**config.mk**
```make
export PLATFORM = sky130hd
export DESIGN_NAME = z2_cycle_fsm
export DESIGN_NICKNAME = d
export VERILOG_FILES = /design/src/rtl/z2_cycle_fsm_pkg.sv /design/src/rtl/z2_cycle_fsm_sync_ff.sv /design/src/rtl/z2_cycle_fsm.sv
export SDC_FILE = /design/constraint.sdc
export NUM_CORES = 1
export LEC_CHECK = 0
export ABC_AREA = 1
export CAP_MARGIN = 25
export CORE_MARGIN = 2
export CORE_UTILIZATION = 36
export CTS_CLUSTER_DIAMETER = 150
export CTS_CLUSTER_SIZE = 28
export DETAILED_ROUTE_END_ITERATION = 6
export GPL_TIMING_DRIVEN = 1
export PLACE_DENSITY_LB_ADDON = 0.12
export SLEW_MARGIN = 20
export SYNTH_ARGS = -nofsm -noshare
export SYNTH_HDL_FRONTEND = slang
export SYNTH_HIERARCHICAL = 1
export SYNTH_SLANG_ARGS = --single-unit
```
**constraint.sdc**
```tcl
create_clock -name CLK -period 1.2 [get_ports CLK]
set_input_delay 0.12 -clock CLK [delete_from_list [all_inputs] [get_ports CLK]]
set_output_delay 0.12 -clock CLK [all_outputs]
set_load 0.02 [all_outputs]
```
**src/rtl/z2_cycle_fsm_pkg.sv**
```systemverilog
// Shared definitions for the Zorro II bus-cycle sequencer.
// The z2_state encoding is also decoded by the autoconfig and RAM controller blocks.
package z2_cycle_fsm_pkg;

  typedef enum logic [1:0] {
    Z2Idle  = 2'b00,
    Z2Start = 2'b01,
    Z2Data  = 2'b10,
    Z2End   = 2'b11
  } z2_state_e;

  localparam int unsigned MinSyncStages    = 2;
  localparam int unsigned MinTimeoutCycles = 2;

  // Any of the three decode regions claims the cycle for this board.
  function automatic logic decode_hit(input logic ram_access, input logic ctrl_access,
                                      input logic autoconfig_cycle);
    return ram_access | ctrl_access | autoconfig_cycle;
  endfunction

endpackage

```
**src/rtl/z2_cycle_fsm_sync_ff.sv**
```systemverilog
// Multi-stage synchroniser for an asynchronous active-low strobe; every stage resets to 1
// so a reset looks like "strobe released".
module z2_cycle_fsm_sync_ff #(
  parameter int unsigned Stages = 2
) (
  input  logic clk_i,
  input  logic rst_i,
  input  logic d_i,
  output logic q_o
);

  logic [Stages-1:0] sync_d, sync_q;

  // Shift the pin sample in at the bottom of the chain.
  always_comb begin
    sync_d = {sync_q[Stages-2:0], d_i};
  end

  // Synchroniser flops, asynchronously forced high by reset.
  always_ff @(posedge clk_i or posedge rst_i) begin
    if (rst_i) begin
      sync_q <= '1;
    end else begin
      sync_q <= sync_d;
    end
  end

  assign q_o = sync_q[Stages-1];

endmodule

```
**src/rtl/z2_cycle_fsm.sv**
```systemverilog
// Zorro II bus-cycle sequencer: synchronises AS_n and the data strobes, walks the
// IDLE/START/DATA/END phases, latches direction and byte lanes, and times DTACK.
// Optional feature macro: Z2_TIMEOUT_EN adds a forced acknowledge after TIMEOUT_CYCLES-1
// edges in Z2_DATA.
module z2_cycle_fsm
  import z2_cycle_fsm_pkg::*;
#(
  parameter int unsigned SYNC_STAGES    = 2,
  parameter int unsigned TIMEOUT_CYCLES = 64
) (
  input  logic       CLK,
  input  logic       RESET,
  input  logic       AS_n,
  input  logic       UDS_n,
  input  logic       LDS_n,
  input  logic       RW,
  input  logic       ram_access,
  input  logic       ctrl_access,
  input  logic       autoconfig_cycle,
  input  logic       dev_ack,
  output logic [1:0] z2_state,
  output logic       cycle_rw,
  output logic [1:0] byte_en,
  output logic       DTACK_n,
  output logic       DTACK_OE,
  output logic       timeout
);

  if (SYNC_STAGES < MinSyncStages || TIMEOUT_CYCLES < MinTimeoutCycles) begin : g_param_check
    $error("z2_cycle_fsm: SYNC_STAGES and TIMEOUT_CYCLES must both be at least 2");
  end

  logic as_sync, ds_sync;

  z2_cycle_fsm_sync_ff #(
    .Stages(SYNC_STAGES)
  ) u_sync_as (
    .clk_i(CLK),
    .rst_i(RESET),
    .d_i  (AS_n),
    .q_o  (as_sync)
  );

  // A data strobe counts as asserted once either lane is asserted.
  z2_cycle_fsm_sync_ff #(
    .Stages(SYNC_STAGES)
  ) u_sync_ds (
    .clk_i(CLK),
    .rst_i(RESET),
    .d_i  (UDS_n & LDS_n),
    .q_o  (ds_sync)
  );

  z2_state_e  state_d, state_q;
  logic       cycle_rw_d, cycle_rw_q;
  logic [1:0] byte_en_d, byte_en_q;
  logic       dtack_oe_d, dtack_oe_q;
  logic       dtack_n_d, dtack_n_q;
  logic       timeout_d, timeout_q;
  // Set only after AS was seen released in idle; blocks re-entry on a held AS and makes
  // decode inputs count only at the first low AS sample of a cycle.
  logic       armed_d, armed_q;

`ifdef Z2_TIMEOUT_EN
  localparam int unsigned CntW = $clog2(TIMEOUT_CYCLES);
  localparam logic [CntW-1:0] CntLast = CntW'(TIMEOUT_CYCLES - 1);
  logic [CntW-1:0] cnt_d, cnt_q, cnt_inc;

  // Saturating count of edges spent in Z2_DATA.
  always_comb begin
    cnt_inc = (cnt_q == CntLast) ? cnt_q : cnt_q + 1'b1;
  end
`endif

  // Phase sequencing and next values of the registered outputs.
  always_comb begin
    state_d    = state_q;
    cycle_rw_d = cycle_rw_q;
    byte_en_d  = byte_en_q;
    dtack_oe_d = dtack_oe_q;
    timeout_d  = 1'b0;
    armed_d    = 1'b0;
`ifdef Z2_TIMEOUT_EN
    cnt_d      = cnt_q;
`endif
    unique case (state_q)
      Z2Idle: begin
        armed_d = as_sync;
        if (armed_q && !as_sync && decode_hit(ram_access, ctrl_access, autoconfig_cycle)) begin
          state_d    = Z2Start;
          cycle_rw_d = RW;
        end
      end
      Z2Start: begin
        if (as_sync) begin
          state_d = Z2Idle;
        end else if (!ds_sync) begin
          state_d   = Z2Data;
          byte_en_d = {~UDS_n, ~LDS_n};
`ifdef Z2_TIMEOUT_EN
          cnt_d     = '0;
`endif
        end
      end
      Z2Data: begin
`ifdef Z2_TIMEOUT_EN
        cnt_d = cnt_inc;
`endif
        // Abort outranks both the real and the forced acknowledge.
        if (as_sync) begin
          state_d = Z2Idle;
        end else if (dev_ack) begin
          state_d    = Z2End;
          dtack_oe_d = 1'b1;
`ifdef Z2_TIMEOUT_EN
        end else if (cnt_inc == CntLast) begin
          state_d    = Z2End;
          dtack_oe_d = 1'b1;
          timeout_d  = 1'b1;
`endif
        end
      end
      Z2End: begin
        if (as_sync) begin
          state_d    = Z2Idle;
          dtack_oe_d = 1'b0;
        end
      end
      default: begin
        state_d    = Z2Idle;
        dtack_oe_d = 1'b0;
      end
    endcase
    dtack_n_d = ~dtack_oe_d;
  end

  // Single state register holding the FSM and every registered output.
  always_ff @(posedge CLK or posedge RESET) begin
    if (RESET) begin
      state_q    <= Z2Idle;
      cycle_rw_q <= 1'b1;
      byte_en_q  <= 2'b00;
      dtack_oe_q <= 1'b0;
      dtack_n_q  <= 1'b1;
      timeout_q  <= 1'b0;
      armed_q    <= 1'b0;
`ifdef Z2_TIMEOUT_EN
      cnt_q      <= '0;
`endif
    end else begin
      state_q    <= state_d;
      cycle_rw_q <= cycle_rw_d;
      byte_en_q  <= byte_en_d;
      dtack_oe_q <= dtack_oe_d;
      dtack_n_q  <= dtack_n_d;
      timeout_q  <= timeout_d;
      armed_q    <= armed_d;
`ifdef Z2_TIMEOUT_EN
      cnt_q      <= cnt_d;
`endif
    end
  end

  assign z2_state = state_q;
  assign cycle_rw = cycle_rw_q;
  assign byte_en  = byte_en_q;
  assign DTACK_OE = dtack_oe_q;
  assign DTACK_n  = dtack_n_q;
  assign timeout  = timeout_q;

endmodule

```
==> run metrics, run 1 <==
Gate power share 44.9%; CTS HTree Levels 1; FP Rows 13; leading cell type in the layout, fill and taps excluded nand2_1; final net count 98; Cell Int Power 1.067 mW; Clock Path Buffers 2; Critical Path Start Type register; switching power 0.6405 mW; Buf/Inv on CP 1; Slowest-stage cell, CP dfstp_2; RSZ-0062 raised after global routing false; Root Buffer clkbuf_4; final core utilization 57.92%; antenna violations before repair 0; clock power share 18.8%; post-synth top area cell dfstp_2; initial DRC count 5; vias in the first global route 408; Die H 42.75 um; CTS clk-pin slew, worst paths 0.08 ns; global-route wire length before repair 1559 um; CTS Sinks 12; Area after DPL 726.9 sq um; kind of cell adding the most delay to the critical path flip-flops; worst hold path class input port to async pin; 1st-pass router iterations 4; Yosys top cell area share 29.17%; pre-CTS setup slack -0.02031 ns; run status completed; post-DR wirelength/cell 9.745 um; setup ws final 0.02615 ns; Synth-to-Final Area Change 44.68%; crit path cell chain clkdlybuf4s15_2; crit path kind register to output pin; # IOs 18; Sw Ratio 37.52%; number of diodes 0; DIE WIDTH 42.75 um; Antenna Nets Post-Route 0; clock skew 0.002355 ns; synth warn 6; most frequent cells in the layout nand2_1 (14), inv_1 (11), clkdlybuf4s50_1 (9); maximum vdd ir drop 884.2 uV; sequential area share after synthesis 56.94%; main area contributors after synthesis dfstp_2 (29%), dfrtp_1 (28%), nand2_1 (9.7%), inv_1 (7.6%), nor2_2 (6.9%); Worst EP required 1.08 ns; Seq pwr share 36.3%; Vias per Instance 4.461; gpl congestion 0.7266; Post-Route WL 994 um; Worst Setup End Kind output pin; FILL cells 130; Hold Vio Cnt, Final 0; PortBufs 16; final slew viol count 0; pwr dens 2183 nW/um^2; layout cells sized above 1 31.03%; die area 1828 sq um; clock latency on the worst-skew pair 0.27 ns; Max FO, Critical Path 2; hold slack 0.1449 ns; DPL Wire Length 723.1 um; Mapped Area 540.5 sq um; Period minus WS final 1.174 ns; DRC viols 0; Worst Path Arrival 1.05 ns; Fmax 0.8519 GHz; synthesized area per cell 8.580 sq um; Starting Density 40.04%; syn_nets 73; Hold-fix buffers, CTS 0; CP peak stage delay 0.53 ns; Leakage 0.4035 nW; area of the core 1350 sq um; Seq cells post-synth 12; Final setup violation count 0; Max-Cap Viols 0; Global Route Usage Sum 11.69%; DR vias 455; largest net degree at the start of global routing 9; Synth cell types 14; TritonCTS clock tree built; crit share post-route 97.82%; Post-Syn Instances 63; TritonCTS Buffers 3; fin area 782.0 sq um; total grt overflow 0
## area by class of cell
type	count	area, sq um	share of cell area, %
sequential	12	307.8	39.36
timing repair buffer	21	193.9	24.80
multi-input combinational	36	172.7	22.08
inverter	14	52.55	6.720
clock buffer	4	36.28	4.640
tap	15	18.77	2.400
## per-layer routing
metal | up-vias | part of all wire (%) | global-route usage [%]
met1 | 199 | 46 | 12.83
met4 | 0 | 2.4 | 9.375
li1 | 234 | - | -
met3 | 4 | 5.9 | 2.979
met5 | - | 0 | 0
met2 | 18 | 45 | 18.79
## flip-flops by register name, summed over array words and instances (netlist names), named ones only
signal            count
byte_en               2
u_sync_as/sync_q      2
u_sync_ds/sync_q      2
z2_state              2
DTACK_n               1
armed_q               1
cycle_rw              1
## synth_stat cells
cell,instances
nor2_1,4
nand2_1,14
buf_4,1
a21oi_1,1
conb_1,1
a22oi_2,1
nor2_2,6
inv_1,11
nand4_1,1
dfstp_2,6
inv_2,3
dfrtp_1,6
o21ai_1,4
nand3_1,4
## path summary, 6_finish.rpt
check | to | cells after the start | start | slack, ns
worst max register to register | z2_state[1] | 7 | z2_state[1] | 0.10
max in group asynchronous | DTACK_n | 2 | RESET | 0.76
min in group CLK | u_sync_as/sync_q[0] | 1 | AS_n | 0.24
worst min-delay path | armed_q | 2 | RESET | 0.14
worst max-delay path | cycle_rw | 1 | cycle_rw | 0.03
worst min register to register | u_sync_ds/sync_q[1] | 0 | u_sync_ds/sync_q[0] | 0.36
## power by group through the flow
stage / registers (mW) / clock network (mW) / logic (mW)
final: 0.619 / 0.321 / 0.767
after global routing: 0.636 / 0.338 / 0.845
after CTS: 0.624 / 0.329 / 0.749
after detailed placement: 0.632 / 0 / 0.806
after global placement: 0.627 / 0 / 0.800
after floorplan: 0.797 / 0 / 0.293
## through the flow
step	TNS, ns	power, mW	std cells
2_1_floorplan	0	1.090	63
5_1_grt	0	1.819	102
3_5_place_dp	-0.02329	1.439	95
6_report	0	1.707	102
4_1_cts	0	1.701	99
3_3_place_gp	-0.01224	1.427	95
## timing repair
action                     4_1_cts  5_1_grt
cloned                           0        0
gates resized for setup         11        0
buffers inserted                 0        3
setup endpoints to repair        7        2
## logic make-up after synthesis
family / count (synthesis) / share of synthesized area, %
other: 1 / 0.6938
AO/OA/AOI/OAI: 6 / 6.943
flip-flops: 12 / 56.94
AND/OR/NAND/NOR: 29 / 24.31
buffers and inverters: 15 / 11.11
Note: power is estimated with default switching activity, not from simulation.
==> inputs of run 2 (changes only) <==
--- a/config.mk
+++ b/config.mk
@@ -5,13 +5,14 @@
 export SDC_FILE = /design/constraint.sdc
 export NUM_CORES = 1
 export LEC_CHECK = 0
-export ABC_AREA = 1
+export ABC_AREA = 0
 export CAP_MARGIN = 25
 export CORE_MARGIN = 2
 export CORE_UTILIZATION = 36
 export CTS_CLUSTER_DIAMETER = 150
 export CTS_CLUSTER_SIZE = 28
 export DETAILED_ROUTE_END_ITERATION = 6
+export DONT_BUFFER_PORTS = 1
 export GPL_TIMING_DRIVEN = 1
 export PLACE_DENSITY_LB_ADDON = 0.12
 export SLEW_MARGIN = 20
==> run 2 against run 1 <==
The flow now finishes with violations (negative setup slack). Via count fell by 27%. Design area down 22%. Register-to-register slack worse by 0.10 ns. Largest power group is now registers. Clock power fell by 20%. Routed wire length decreased by 6.5%. Final cell count is 34% lower.
==> run metrics, run 2 <==
Min-Delay Path Depth 2; Final setup violation count 1 (+1); number of diodes 0 (unchanged); post-synth top area cell dfstp_2; DRC viols 0 (unchanged); CTS clk-pin slew, worst paths 0.07 ns (about the same); die area 1612 sq um (-12%); Synth cell types 16 (+2); final slew viol count 0 (unchanged); area of the core 1252 sq um (-7.2%); clock latency on the worst-skew pair 0.27 ns (about the same); most frequent cells in the layout dfstp_2 (6), dlygate4sd3_1 (5); crit share post-route 100.1% (+2.3 points); DIE WIDTH 40.15 um (-6.1%); Worst EP required 1.40 ns (+0.32 ns); Period minus WS final 1.201 ns (+0.02709 ns); final net count 63 (-36%); Fmax 0.8327 GHz (-2.3%); Yosys top cell area share 33.51% (+4.3 points); 1st-pass router iterations 2 (-2); synth warn 6 (unchanged); ys flop type dfstp_2; Worst Path Arrival 1.40 ns (+0.35 ns); RSZ-0062 raised after global routing true; CTS Sinks 12 (unchanged); TritonCTS clock tree built; Area after DPL 519.2 sq um (-29%); DPL Wire Length 683.9 um (-5.4%); worst r2r path cells 3 (-4); gpl congestion 0.7272 (about the same); top post-synthesis cells by count dfrtp_1 (6), dfstp_2 (6), inv_1 (5); Post-Route WL 929 um (-6.5%); Async SR Flop Fraction 100.0% (unchanged); Root Buffer clkbuf_4; Critical Path Start Type register; sequential area share after synthesis 65.43% (+8.5 points); Mapped Area 470.5 sq um (-13%); Clock Path Buffers 2 (unchanged); synthesized area per cell 12.06 sq um (+41%); total power 1.054 mW (-38%); failing checks negative setup slack; crit path kind register to register; main area contributors after synthesis dfstp_2 (34%), dfrtp_1 (32%), nor4b_2 (6.4%), a21oi_1 (4.3%), inv_1 (4.0%); global-route wire length before repair 1345 um (-14%); initial DRC count 5 (unchanged); Max FO, Critical Path 4 (+2); worst hold path class input port to register; PortBufs 0 (-16); setup ws final -0.0009367 ns (-0.02709 ns); Synth-to-Final Area Change 30.32%; pwr dens 1718 nW/um^2 (-21%); pre-CTS setup slack 0.007122 ns (+0.02743 ns); CTS HTree Levels 1 (unchanged); Max-Cap Viols 0 (unchanged); total grt overflow 0 (unchanged); TritonCTS Buffers 3 (unchanged); Die H 40.15 um (-6.1%); run status complete, but fails checks; FILL cells 120 (-7.7%); final core utilization 48.95% (-9.0 points); post-DR wirelength/cell 13.87 um (+42%); EDFF count, synth 0 (unchanged); layout cells sized above 1 42.31% (+11 points); R2R Setup Slk -0.0009 ns (-0.10 ns); leading cell type in the layout, fill and taps excluded dfstp_2; clock skew 0.001166 ns (-0.001189 ns); Global Route Usage Sum 14.00% (+2.3 points); Post-Syn Instances 39 (-38%); # IOs 18 (unchanged); vias in the first global route 315 (-23%); Worst Setup End Kind register; Hold Vio Cnt, Final 0 (unchanged); Starting Density 37.56% (-2.5 points); FP Rows 13 (unchanged); antenna violations before repair 0 (unchanged); Seq cells post-synth 12 (unchanged); setup TNS -0.0009367 ns (-0.0009367 ns); Antenna Nets Post-Route 0 (unchanged); syn_nets 49 (-33%); Vias per Instance 4.970 (+11%); maximum vdd ir drop 764.3 uV (-14%); fin area 613.1 sq um (-22%); largest net degree at the start of global routing 9 (unchanged); Leakage 0.2652 nW (-34%); DR vias 333 (-27%)
-- run 2: logic make-up after synthesis --
family,synth area share [%]
compound gates,11.44
mux,3.191
flops,65.42
simple gates,13.56
buf+inv,5.586
other cells,0.7971
-- run 2: through the flow --
stage,hold WS [ns],cells
after floorplan,-0.06591,39
after global placement,-0.02820,57
after detailed placement,-0.01610,57
after CTS,0.001662,65
after global routing,0.06151,67
final,0.07400,67
-- run 2: metal layers --
metal	vias to the layer above	share of wire [%]	GRT usage (%)
li1	154	-	-
met1	163	33	12.11
met2	14	58	25.00
met3	2	8.0	6.111
met4	0	1.5	10.34
met5	-	0	0
-- run 2: repair_timing --
| action | 4_1_cts | 5_1_grt |
|---|---|---|
| hold endpoints to repair | 16 | 1 |
| setup buffers | 0 | 1 |
| endpoints found under the setup margin | 0 | 5 |
| resized for setup | 0 | 3 |
| hold buffers | 4 | 1 |
-- run 2: final cells by class --
cell class                 count  area (sq um)  area share, %
timing repair buffer          10         91.34          14.90
sequential                    12         310.3          50.61
clock buffer                   4         26.28          4.286
multi-input combinational     21         147.6          24.08
inverter                       5         18.77          3.061
tap                           15         18.77          3.061
-- run 2: worst max-delay path, stage by stage, from the launching register on --
cell and delay (ns):
dfrtp_2 0.44, nor4b_2 0.25, o31ai_2 0.13, mux2_4 0.31
-- run 2: worst paths after layout --
check,startpoint,end
max in group asynchronous,RESET,cycle_rw
hold / removal,dev_ack,z2_state[0]
hold reg to reg,u_sync_ds/sync_q[0],u_sync_ds/sync_q[1]
min in group asynchronous,RESET,byte_en[1]
setup reg to reg,z2_state[1],cycle_rw
setup / recovery,z2_state[1],cycle_rw
-- run 2: power breakdown --
group / internal (mW) / switching (mW) / leakage, nW
clock network: 0.129 / 0.129 / 0.0150
logic: 0.0944 / 0.0887 / 0.121
registers: 0.496 / 0.117 / 0.129
total: 0.719 / 0.335 / 0.265
